### config.mk
export PLATFORM = sky130hd
export DESIGN_NAME = seven_seg_capture
export DESIGN_NICKNAME = d
export VERILOG_FILES = /design/src/rtl/seven_seg_capture.sv
export SDC_FILE = /design/constraint.sdc
export NUM_CORES = 1
export LEC_CHECK = 0
export CAP_MARGIN = 25
export CORE_AREA = 2 2 70 99
export CTS_BUF_LIST = sky130_fd_sc_hd__clkbuf_4 sky130_fd_sc_hd__clkbuf_8 sky130_fd_sc_hd__clkbuf_16
export CTS_CLUSTER_SIZE = 10
export DETAILED_ROUTE_END_ITERATION = 16
export DIE_AREA = 0 0 72 101
export PLACE_DENSITY = 0.74
export SYNTH_ARGS = -nofsm -noshare
export SYNTH_HDL_FRONTEND = slang
export SYNTH_SLANG_ARGS = --single-unit
### constraint.sdc
create_clock -name clk -period 2.9 [get_ports clk]
set_input_delay 0.58 -clock clk [delete_from_list [all_inputs] [get_ports clk]]
set_output_delay 0.58 -clock clk [all_outputs]
set_load 0.01 [all_outputs]
### src/rtl/seven_seg_capture.sv
// Receive side of a multiplexed 7-segment bus: synchronizes, debounces and decodes each digit.
// Optional `SEG_HEX_EN adds the A..F glyphs (values 10..15) to the legal decode set.
module seven_seg_capture #(
    parameter int unsigned NUM_DIGITS    = 4,
    parameter int unsigned STABLE_CYCLES = 4
) (
    input  logic                      clk,
    input  logic                      rst_n,
    input  logic [7:0]                seg_in,
    input  logic [NUM_DIGITS-1:0]     an_in,
    input  logic                      err_clr,
    output logic [4*NUM_DIGITS-1:0]   digits_out,
    output logic [NUM_DIGITS-1:0]     blank_out,
    output logic [NUM_DIGITS-1:0]     dp_out,
    output logic                      frame_valid,
    output logic                      err_invalid
);

    localparam int unsigned CNT_W = $clog2(STABLE_CYCLES);

    typedef enum logic [1:0] {
        IDLE   = 2'd0,
        SETTLE = 2'd1,
        HOLD   = 2'd2
    } state_e;

    logic [7:0]              seg_s1_q, seg_s2_q, seg_prev_q;
    logic [NUM_DIGITS-1:0]   an_s1_q, an_s2_q, an_prev_q;

    state_e                  state_q, state_d;
    logic [CNT_W-1:0]        cnt_q, cnt_d;
    logic [4*NUM_DIGITS-1:0] digits_q, digits_d;
    logic [NUM_DIGITS-1:0]   blank_q, blank_d;
    logic [NUM_DIGITS-1:0]   dp_q, dp_d;
    logic [NUM_DIGITS-1:0]   seen_q, seen_d;
    logic                    frame_valid_q, frame_valid_d;
    logic                    err_q, err_d;

    logic                    sel_legal_c;
    logic                    same_c;
    logic                    capture_c;
    logic [3:0]              dec_val_c;
    logic                    dec_blank_c;
    logic                    dec_legal_c;

    // Two-flop synchronizer followed by the compare register; idle level is all-off/none-selected
    always_ff @(posedge clk or negedge rst_n) begin
        if (!rst_n) begin
            seg_s1_q   <= '1;
            seg_s2_q   <= '1;
            seg_prev_q <= '1;
            an_s1_q    <= '1;
            an_s2_q    <= '1;
            an_prev_q  <= '1;
        end else begin
            seg_s1_q   <= seg_in;
            seg_s2_q   <= seg_s1_q;
            seg_prev_q <= seg_s2_q;
            an_s1_q    <= an_in;
            an_s2_q    <= an_s1_q;
            an_prev_q  <= an_s2_q;
        end
    end

    assign sel_legal_c = $onehot(~an_s2_q);
    assign same_c      = (seg_s2_q == seg_prev_q) && (an_s2_q == an_prev_q);

    always_comb begin
        dec_val_c   = 4'd0;
        dec_blank_c = 1'b0;
        dec_legal_c = 1'b1;
        case (seg_s2_q[6:0])
            7'h40: dec_val_c = 4'd0;
            7'h79: dec_val_c = 4'd1;
            7'h24: dec_val_c = 4'd2;
            7'h30: dec_val_c = 4'd3;
            7'h19: dec_val_c = 4'd4;
            7'h12: dec_val_c = 4'd5;
            7'h02: dec_val_c = 4'd6;
            7'h78: dec_val_c = 4'd7;
            7'h00: dec_val_c = 4'd8;
            7'h18: dec_val_c = 4'd9;
            7'h7F: dec_blank_c = 1'b1;
`ifdef SEG_HEX_EN
            7'h08: dec_val_c = 4'd10;
            7'h03: dec_val_c = 4'd11;
            7'h46: dec_val_c = 4'd12;
            7'h21: dec_val_c = 4'd13;
            7'h06: dec_val_c = 4'd14;
            7'h0E: dec_val_c = 4'd15;
`endif
            default: dec_legal_c = 1'b0;
        endcase
    end

    // Dwell FSM: a pattern must repeat STABLE_CYCLES times before a single capture
    always_comb begin
        state_d   = state_q;
        cnt_d     = cnt_q;
        capture_c = 1'b0;
        if (!sel_legal_c) begin
            state_d = IDLE;
            cnt_d   = '0;
        end else begin
            case (state_q)
                IDLE: begin
                    state_d = SETTLE;
                    cnt_d   = '0;
                end
                SETTLE: begin
                    if (!same_c) begin
                        cnt_d = '0;
                    end else if (cnt_q == CNT_W'(STABLE_CYCLES - 1)) begin
                        capture_c = 1'b1;
                        state_d   = HOLD;
                        cnt_d     = '0;
                    end else begin
                        cnt_d = cnt_q + CNT_W'(1);
                    end
                end
                HOLD: begin
                    if (!same_c) begin
                        state_d = SETTLE;
                        cnt_d   = '0;
                    end
                end
                default: begin
                    state_d = IDLE;
                    cnt_d   = '0;
                end
            endcase
        end
    end

    always_comb begin
        digits_d      = digits_q;
        blank_d       = blank_q;
        dp_d          = dp_q;
        frame_valid_d = &seen_q;
        seen_d        = (&seen_q) ? '0 : seen_q;
        err_d         = err_q & ~err_clr;
        if (capture_c) begin
            if (dec_legal_c) begin
                for (int i = 0; i < int'(NUM_DIGITS); i++) begin
                    if (!an_s2_q[i]) begin
                        if (!dec_blank_c) begin
                            digits_d[4*i +: 4] = dec_val_c;
                        end
                        blank_d[i] = dec_blank_c;
                        dp_d[i]    = ~seg_s2_q[7];
                        seen_d[i]  = 1'b1;
                    end
                end
            end else begin
                err_d = 1'b1;
            end
        end
    end

    always_ff @(posedge clk or negedge rst_n) begin
        if (!rst_n) begin
            state_q       <= IDLE;
            cnt_q         <= '0;
            digits_q      <= '0;
            blank_q       <= '1;
            dp_q          <= '0;
            seen_q        <= '0;
            frame_valid_q <= 1'b0;
            err_q         <= 1'b0;
        end else begin
            state_q       <= state_d;
            cnt_q         <= cnt_d;
            digits_q      <= digits_d;
            blank_q       <= blank_d;
            dp_q          <= dp_d;
            seen_q        <= seen_d;
            frame_valid_q <= frame_valid_d;
            err_q         <= err_d;
        end
    end

    assign digits_out  = digits_q;
    assign blank_out   = blank_q;
    assign dp_out      = dp_q;
    assign frame_valid = frame_valid_q;
    assign err_invalid = err_q;

endmodule

==> results by group, run 1 <==
Run status
  – Outcome: finished, violations left
  – Failing checks: setup timing

Drt
  – Total Wirelength: 6020 um
  – DR vias: roughly 1900
  – Routed Antenna Nets: 0
  – DR iter-0 viols: between 150 and 200
  – # DRC: 0
  – Vias/cell: 5.19
  – First-pass DRT Iterations: 4
  – Post-DR wirelength/cell: 16.3 um

Final layout
  – Filler Cells Inserted: 464
  – N_diodes: 0
  – Layout area overhead: 30.1%
  – Post-route cell area: 0.00397 sq mm
  – Fraction of layout cells with a size suffix above 1: 0.399
  – Highest-count cells in the layout ignoring fill and taps: dfstp_2, clkdlybuf4s50_1, dfrtp_1
  – # nets final: 310
  – Commonest non-fill, non-tap cell in the layout: dfstp_2

Clocking
  – CTS tree: built
  – Root Driver: clkbuf_8
  – Skew-Pair Late Insertion Delay: 0.35 ns
  – CTS max path bufs: 2
  – CTS H-tree depth: 3
  – Clk pin slew, worst setup/hold paths: about 0.08 ns
  – TritonCTS buffer count: 9
  – Clk sinks: 70

Worst setup path
  – Crit path DAT: 3.22 ns
  – CP Class: flop to flop
  – CP endpoint kind: flop
  – R2r setup slk: -0.04 ns
  – Worst Path Max Fanout: 4
  – Startpoint types: flop
  – Worst reg2reg endpoint: blank_out[2]$_DFFE_PN1P_
  – Reg2reg path depth: 9
  – Required @ worst endpoint: 3.18 ns
  – R2r startpoint: an_s2_q[1]$_DFF_PN1_

Global routing
  – First-pass GRT wire length: ~9800 um
  – GR Overflow Total: 0
  – Pin count of the biggest net entering global routing: 35
  – Initial antenna violation count: 0
  – Vias in the first global route: approximately 2000
  – All-layer global routing usage: 0.181

Timing
  – Final Cycle Share: 1.01
  – Min cycle time layout: 2.94 ns
  – Max Freq: 340 MHz
  – Slew @ Worst Pin: 0.905 ns
  – Worst Skew: ~0.011 ns
  – Unrepaired setup endpoints after global routing: true
  – Rel. slew slack: 0.397
  – Fin. max-slew vios: 0
  – Hold Vio Cnt, Final: 0
  – Final Setup Violations: 5
  – Setup WS post-layout: -0.0393 ns

Placement
  – Port Buffers: 40
  – Dpl cell area: 0.00358 sq mm
  – Gpl congestion: 0.800
  – Dpl hpwl: 3970 um
  – Setup WS pre-CTS: -0.0829 ns

Power
  – Max VDD drop: 0.358 mV
  – PD cells: 514 mW/mm^2
  – Total Power: 2040 uW
  – Lkg Pwr: 0.00155 uW

Die
  – Initial Util: 0.474
  – Die Y-Extent: 101 um
  – Rows: 35
  – Core Box Area: 0.00644 sq mm
  – Die Width: between 70 and 80 um
  – Die Footprint: 0.00727 sq mm
  – Num ports: 41

Yosys
  – Post-synth cell types: 44
  – Seq/Total Area, Yosys: 0.590
  – Area leader, netlist: dfstp_2
  – Mapped Nets: between 200 and 250
  – Syn. warnings: 0
  – Syn_area_per_cell: 14.0 sq um
  – Post-synth EDFFs: 0
  – Post-synth top area share: 0.344
  – Synth Instances: 218
  – Synth area leaders: dfstp_2, dfrtp_1, mux2i_1, xnor2_1, a2111oi_4
  – Cell area after synthesis: 0.00305 sq mm
  – Top FF cell, synth: dfstp_2
  – Register bit count reported by yosys: 70
  – Async set-or-reset flop fraction in the synthesized netlist: 1.00

Run
  – Number of max-cap violations: 0

Worst hold path
  – Worst Hold Class: input port to asynchronous set/reset pin
-- synthesized netlist by cell type (all sizes together), types with 5 or more instances --
cell type / number
xnor2: 14
nor2: 6
dfrtp: 30
nand4: 5
inv: 28
dfstp: 40
buf: 7
nor3: 6
mux2i: 20
a211oi: 7
-- how the worst max path moves through the flow --
stage | from | endpoint | slack (ns) | cells past startpoint
after floorplan | an_s2_q[1]$_DFF_PN1_ | blank_out[0]$_DFFE_PN1P_ | -0.009 | 10
final | an_s2_q[1]$_DFF_PN1_ | blank_out[2]$_DFFE_PN1P_ | -0.04 | 9
after global placement | an_s2_q[0]$_DFF_PN1_ | blank_out[1]$_DFFE_PN1P_ | -0.02 | 9
after CTS | an_s2_q[1]$_DFF_PN1_ | blank_out[0]$_DFFE_PN1P_ | -0.07 | 9
after detailed placement | an_s2_q[0]$_DFF_PN1_ | blank_out[0]$_DFFE_PN1P_ | -0.08 | 9
after global routing | an_s2_q[1]$_DFF_PN1_ | blank_out[2]$_DFFE_PN1P_ | -0.14 | 9
-- power by group --
part	internal, uW	switching [uW]	total, uW
Sequential	1030	31.6	1060
Combinational	99.4	80.9	180
Clock	444	357	801
Total	1570	470	2040
-- registers in the layout, indices dropped and copies added (netlist names), 2 cells and up --
name,cells
an_prev_q,4
an_s1_q,4
an_s2_q,4
blank_out,4
cnt_q,2
digits_out,16
dp_out,4
seen_q,4
seg_prev_q,8
seg_s1_q,8
seg_s2_q,8
state_q,2
-- through the flow --
stage	hold WS (ns)	instances	setup TNS, ns	utilization
finish	0.286	370	-0.104	0.617
global route	0.335	370	-1.92	0.617
CTS	0.293	365	-0.432	0.608
detailed placement	0.347	337	-1.05	0.557
global placement	0.345	337	-0.0580	0.557
floorplan	0.284	218	-0.0375	-
-- kinds of logic after synthesis --
logic type | share of synthesized area
multiplexers | 0.0853
flip-flops | 0.590
XOR/XNOR | 0.0402
AO/OA/AOI/OAI | 0.132
adder cells (fa/ha/maj) | 0.0189
buffers and inverters | 0.0521
AND/OR/NAND/NOR | 0.0816
-- routing by layer --
| layer | vias up | global-route usage | share of wire |
|---|---|---|---|
| met5 | - | 0 | 0 |
| met4 | 0 | 0.0784 | 0.018 |
| met3 | 12 | 0.0360 | 0.031 |
| met2 | 33 | 0.311 | 0.54 |
| met1 | 978 | 0.219 | 0.41 |
| li1 | 899 | - | - |
-- repair_timing --
action / 4_1_cts / 5_1_grt
gates resized for setup: 6 / 5
cloned: 1 / 0
buffers inserted: 11 / 5
hold buffers: 0 / 0
pin swaps: 3 / 4
endpoints found under the setup margin: 24 / 26
-- area by class of cell --
| class | count | area, sq um | share of cell area |
|---|---|---|---|
| inverters | 28 | 105 | 0.0265 |
| flip-flops and latches | 70 | 1800 | 0.454 |
| clock buffers | 11 | 151 | 0.0381 |
| clock inverters | 5 | 57.6 | 0.0145 |
| multi-input cells | 114 | 1140 | 0.286 |
| repair buffers | 68 | 624 | 0.157 |
| well taps | 74 | 92.6 | 0.0233 |
-- critical path: stages, from the launching register on --
cell and delay (ns):
dfstp_2 0.54, fa_1 0.41, inv_1 0.07, ha_2 0.18, ha_4 0.20, nor3b_4 0.19
inv_2 0.07, or4_4 0.47, a2111oi_4 0.41, mux2_4 0.33
Note: power is estimated with default switching activity, not from simulation.
==> inputs of run 2 (changes only) <==
--- a/config.mk
+++ b/config.mk
@@ -15,3 +15,4 @@
 export SYNTH_ARGS = -nofsm -noshare
 export SYNTH_HDL_FRONTEND = slang
 export SYNTH_SLANG_ARGS = --single-unit
+export TNS_END_PERCENT = 20
==> run 2 against run 1 <==
Net effect:
- the run still ends with setup timing left
- total power fell by 2.2%
- critical path depth rose by 1
- first-iteration DRC count fell by 3.1%
- combinational power fell by 22%
- sequential power barely moved
- clock-buffer cell count did not move
- fmax fell by 1.7%
- setup slack got worse by 0.050 ns
- die area did not move
- routed wire length fell by 5.2%
- largest power group unchanged
==> results by group, run 2 (synthesis gave the netlist of run 1 again) <==
Final layout
  – Non-Filler Instances: 359 (was 370)
  – Max reg flops: 16 (unchanged)
  – Fraction of layout cells with a size suffix above 1: 0.372 (was 0.399)
  – # nets final: 299 (was 310)
  – Post-layout util: 0.604 (was 0.617)
  – Layout area overhead: 27.4% (was 30.1%)
  – Highest-count cells in the layout ignoring fill and taps: dfstp_2, clkdlybuf4s50_1, dfrtp_1 (unchanged)
  – Commonest non-fill, non-tap cell in the layout: dfstp_2 (unchanged)
  – N_diodes: 0 (unchanged)

Clocking
  – Root Driver: clkbuf_8 (unchanged)
  – TritonCTS buffer count: 9 (unchanged)
  – Clk sinks: 70 (unchanged)
  – Skew-Pair Late Insertion Delay: 0.34 ns (was 0.35 ns)
  – CTS tree: built (unchanged)
  – Hold buffers post-CTS: 0 (unchanged)
  – CTS max path bufs: 2 (unchanged)
  – CTS H-tree depth: 3 (unchanged)
  – Clk pin slew, worst setup/hold paths: 0.07 ns (was 0.08 ns)

Run status
  – Outcome: finished, violations left (unchanged)
  – Failing checks: setup timing (unchanged)

Timing
  – Slew @ Worst Pin: 0.926 ns (was 0.905 ns)
  – Final Setup Violations: 8 (was 5)
  – Max Freq: 334 MHz (was 340 MHz)
  – Fin. max-slew vios: 0 (unchanged)
  – Rel. slew slack: 0.383 (was 0.397)
  – Min cycle time layout: 2.99 ns (was 2.94 ns)
  – Final Cycle Share: 1.03 (was 1.01)
  – Unrepaired setup endpoints after global routing: true (unchanged)
  – Hold Vio Cnt, Final: 0 (unchanged)
  – Worst Skew: 0.0117 ns (was 0.0113 ns)
  – Setup WS post-layout: -0.0896 ns (was -0.0393 ns)
  – Sum Neg Setup Slack: -0.301 ns (was -0.104 ns)

Worst setup path
  – Delay-heaviest family, CP: adder cells (unchanged)
  – WP buf/inv: 3 (was 2)
  – Slowest cell on the critical path: dfstp_2 (unchanged)
  – Startpoint types: flop (unchanged)
  – CP endpoint kind: flop (unchanged)
  – Crit-path cells: fa_1 -> inv_1 -> ha_2 -> ha_4 -> nor3b_4 -> inv_1 -> or4_4 -> buf_12 -> a2111oi_4 -> mux2_4 (was fa_1 -> inv_1 -> ha_2 -> ha_4 -> nor3b_4 -> inv_2 -> or4_4 -> a2111oi_4 -> mux2_4)
  – CP Class: flop to flop (unchanged)
  – Most frequent CP cell: inv_1
  – R2r setup slk: -0.09 ns (was -0.04 ns)
  – Worst Path Max Fanout: 5 (was 4)
  – Required @ worst endpoint: 3.16 ns (was 3.18 ns)
  – Worst reg2reg endpoint: blank_out[0]$_DFFE_PN1P_ (was blank_out[2]$_DFFE_PN1P_)
  – Crit path DAT: 3.25 ns (was 3.22 ns)
  – Slowest stage delay, CP: 0.55 ns (was 0.54 ns)
  – Reg2reg path depth: 10 (was 9)
  – R2r startpoint: an_s2_q[1]$_DFF_PN1_ (unchanged)

Die
  – Die Width: 72 um (unchanged)
  – Die Y-Extent: 101 um (unchanged)
  – Num ports: 41 (unchanged)
  – Core Box Area: 0.00644 sq mm (unchanged)
  – Rows: 35 (unchanged)
  – Die Footprint: 0.00727 sq mm (unchanged)
  – Initial Util: 0.474 (unchanged)

Drt
  – Post-DR wirelength/cell: 15.9 um (was 16.3 um)
  – DR iter-0 viols: 155 (was 160)
  – DR vias: 1869 (was 1922)
  – # DRC: 0 (unchanged)
  – First-pass DRT Iterations: 6 (was 4)
  – Vias/cell: 5.21 (was 5.19)
  – Routed Antenna Nets: 0 (unchanged)
  – Total Wirelength: 5700 um (was 6020 um)

Worst hold path
  – Worst Hold Class: input port to asynchronous set/reset pin (unchanged)

Global routing
  – Vias in the first global route: 1897 (was 1987)
  – All-layer global routing usage: 0.172 (was 0.181)
  – GR Overflow Total: 0 (unchanged)
  – Initial antenna violation count: 0 (unchanged)
  – First-pass GRT wire length: 9320 um (was 9830 um)
  – Pin count of the biggest net entering global routing: 35 (unchanged)

Power
  – Max VDD drop: 0.362 mV (was 0.358 mV)
  – Lkg Pwr: 0.00150 uW (was 0.00155 uW)
  – PD cells: 513 mW/mm^2 (was 514 mW/mm^2)

Placement
  – Port Buffers: 40 (unchanged)
  – Gpl congestion: 0.800 (unchanged)
  – Setup WS pre-CTS: -0.0829 ns (unchanged)
  – Dpl hpwl: 3970 um (unchanged)
  – DP Cell Count: 337 (unchanged)

Run
  – Number of max-cap violations: 0 (unchanged)
[run 2: changes by cell type in the layout (fill, tap and decap cells not counted)]
cell and delta:
buf_4 -9, buf_6 -2, buf_12 +1, inv_1 +1, inv_2 -1, or4_4 -1
[run 2: layer usage]
layer / vias up / GRT usage / part of all wire
met5: - / 0 / 0
met4: 0 / 0.0784 / 0.017
met3: 9 / 0.0360 / 0.027
met2: 30 / 0.291 / 0.54
met1: 954 / 0.210 / 0.41
li1: 876 / - / -
[run 2: repair_timing]
item | CTS | global route
resized for setup | 3 | 4
pin swaps | 2 | 3
endpoints found under the setup margin | 24 | 28
setup buffers | 0 | 6
[run 2: worst max path at each step]
stage / cells after the start / from / endpoint
after floorplan: 10 / an_s2_q[1]$_DFF_PN1_ / blank_out[0]$_DFFE_PN1P_
after global placement: 9 / an_s2_q[0]$_DFF_PN1_ / blank_out[1]$_DFFE_PN1P_
after detailed placement: 9 / an_s2_q[0]$_DFF_PN1_ / blank_out[0]$_DFFE_PN1P_
after CTS: 9 / an_s2_q[1]$_DFF_PN1_ / blank_out[0]$_DFFE_PN1P_
after global routing: 10 / an_s2_q[1]$_DFF_PN1_ / blank_out[1]$_DFFE_PN1P_
final: 10 / an_s2_q[1]$_DFF_PN1_ / blank_out[0]$_DFFE_PN1P_
[run 2: through the flow]
step / hold WS (ns) / area [sq um] / power, uW
6_report: 0.274 / 3890 / 1990
3_3_place_gp: 0.345 / 3580 / 1190
4_1_cts: 0.293 / 3800 / 2010
5_1_grt: 0.332 / 3890 / 2080
2_1_floorplan: 0.284 / 3070 / 1140
3_5_place_dp: 0.347 / 3580 / 1200
[run 2: area by class of cell]
class / instances / area [sq um]
clock buffers: 11 / 151
clock inverters: 5 / 57.6
well taps: 74 / 92.6
repair buffers: 58 / 554
flip-flops and latches: 70 / 1800
fillers: 487 / 2550
inverters: 28 / 105
multi-input cells: 113 / 1120
[run 2: power breakdown]
| group | total [uW] | leakage (uW) | switching [uW] | internal, uW |
|---|---|---|---|---|
| sequential | 1060 | 0.000838 | 31.7 | 1030 |
| clock | 797 | 0.000109 | 353 | 444 |
| combinational | 140 | 0.000548 | 67.6 | 72.0 |
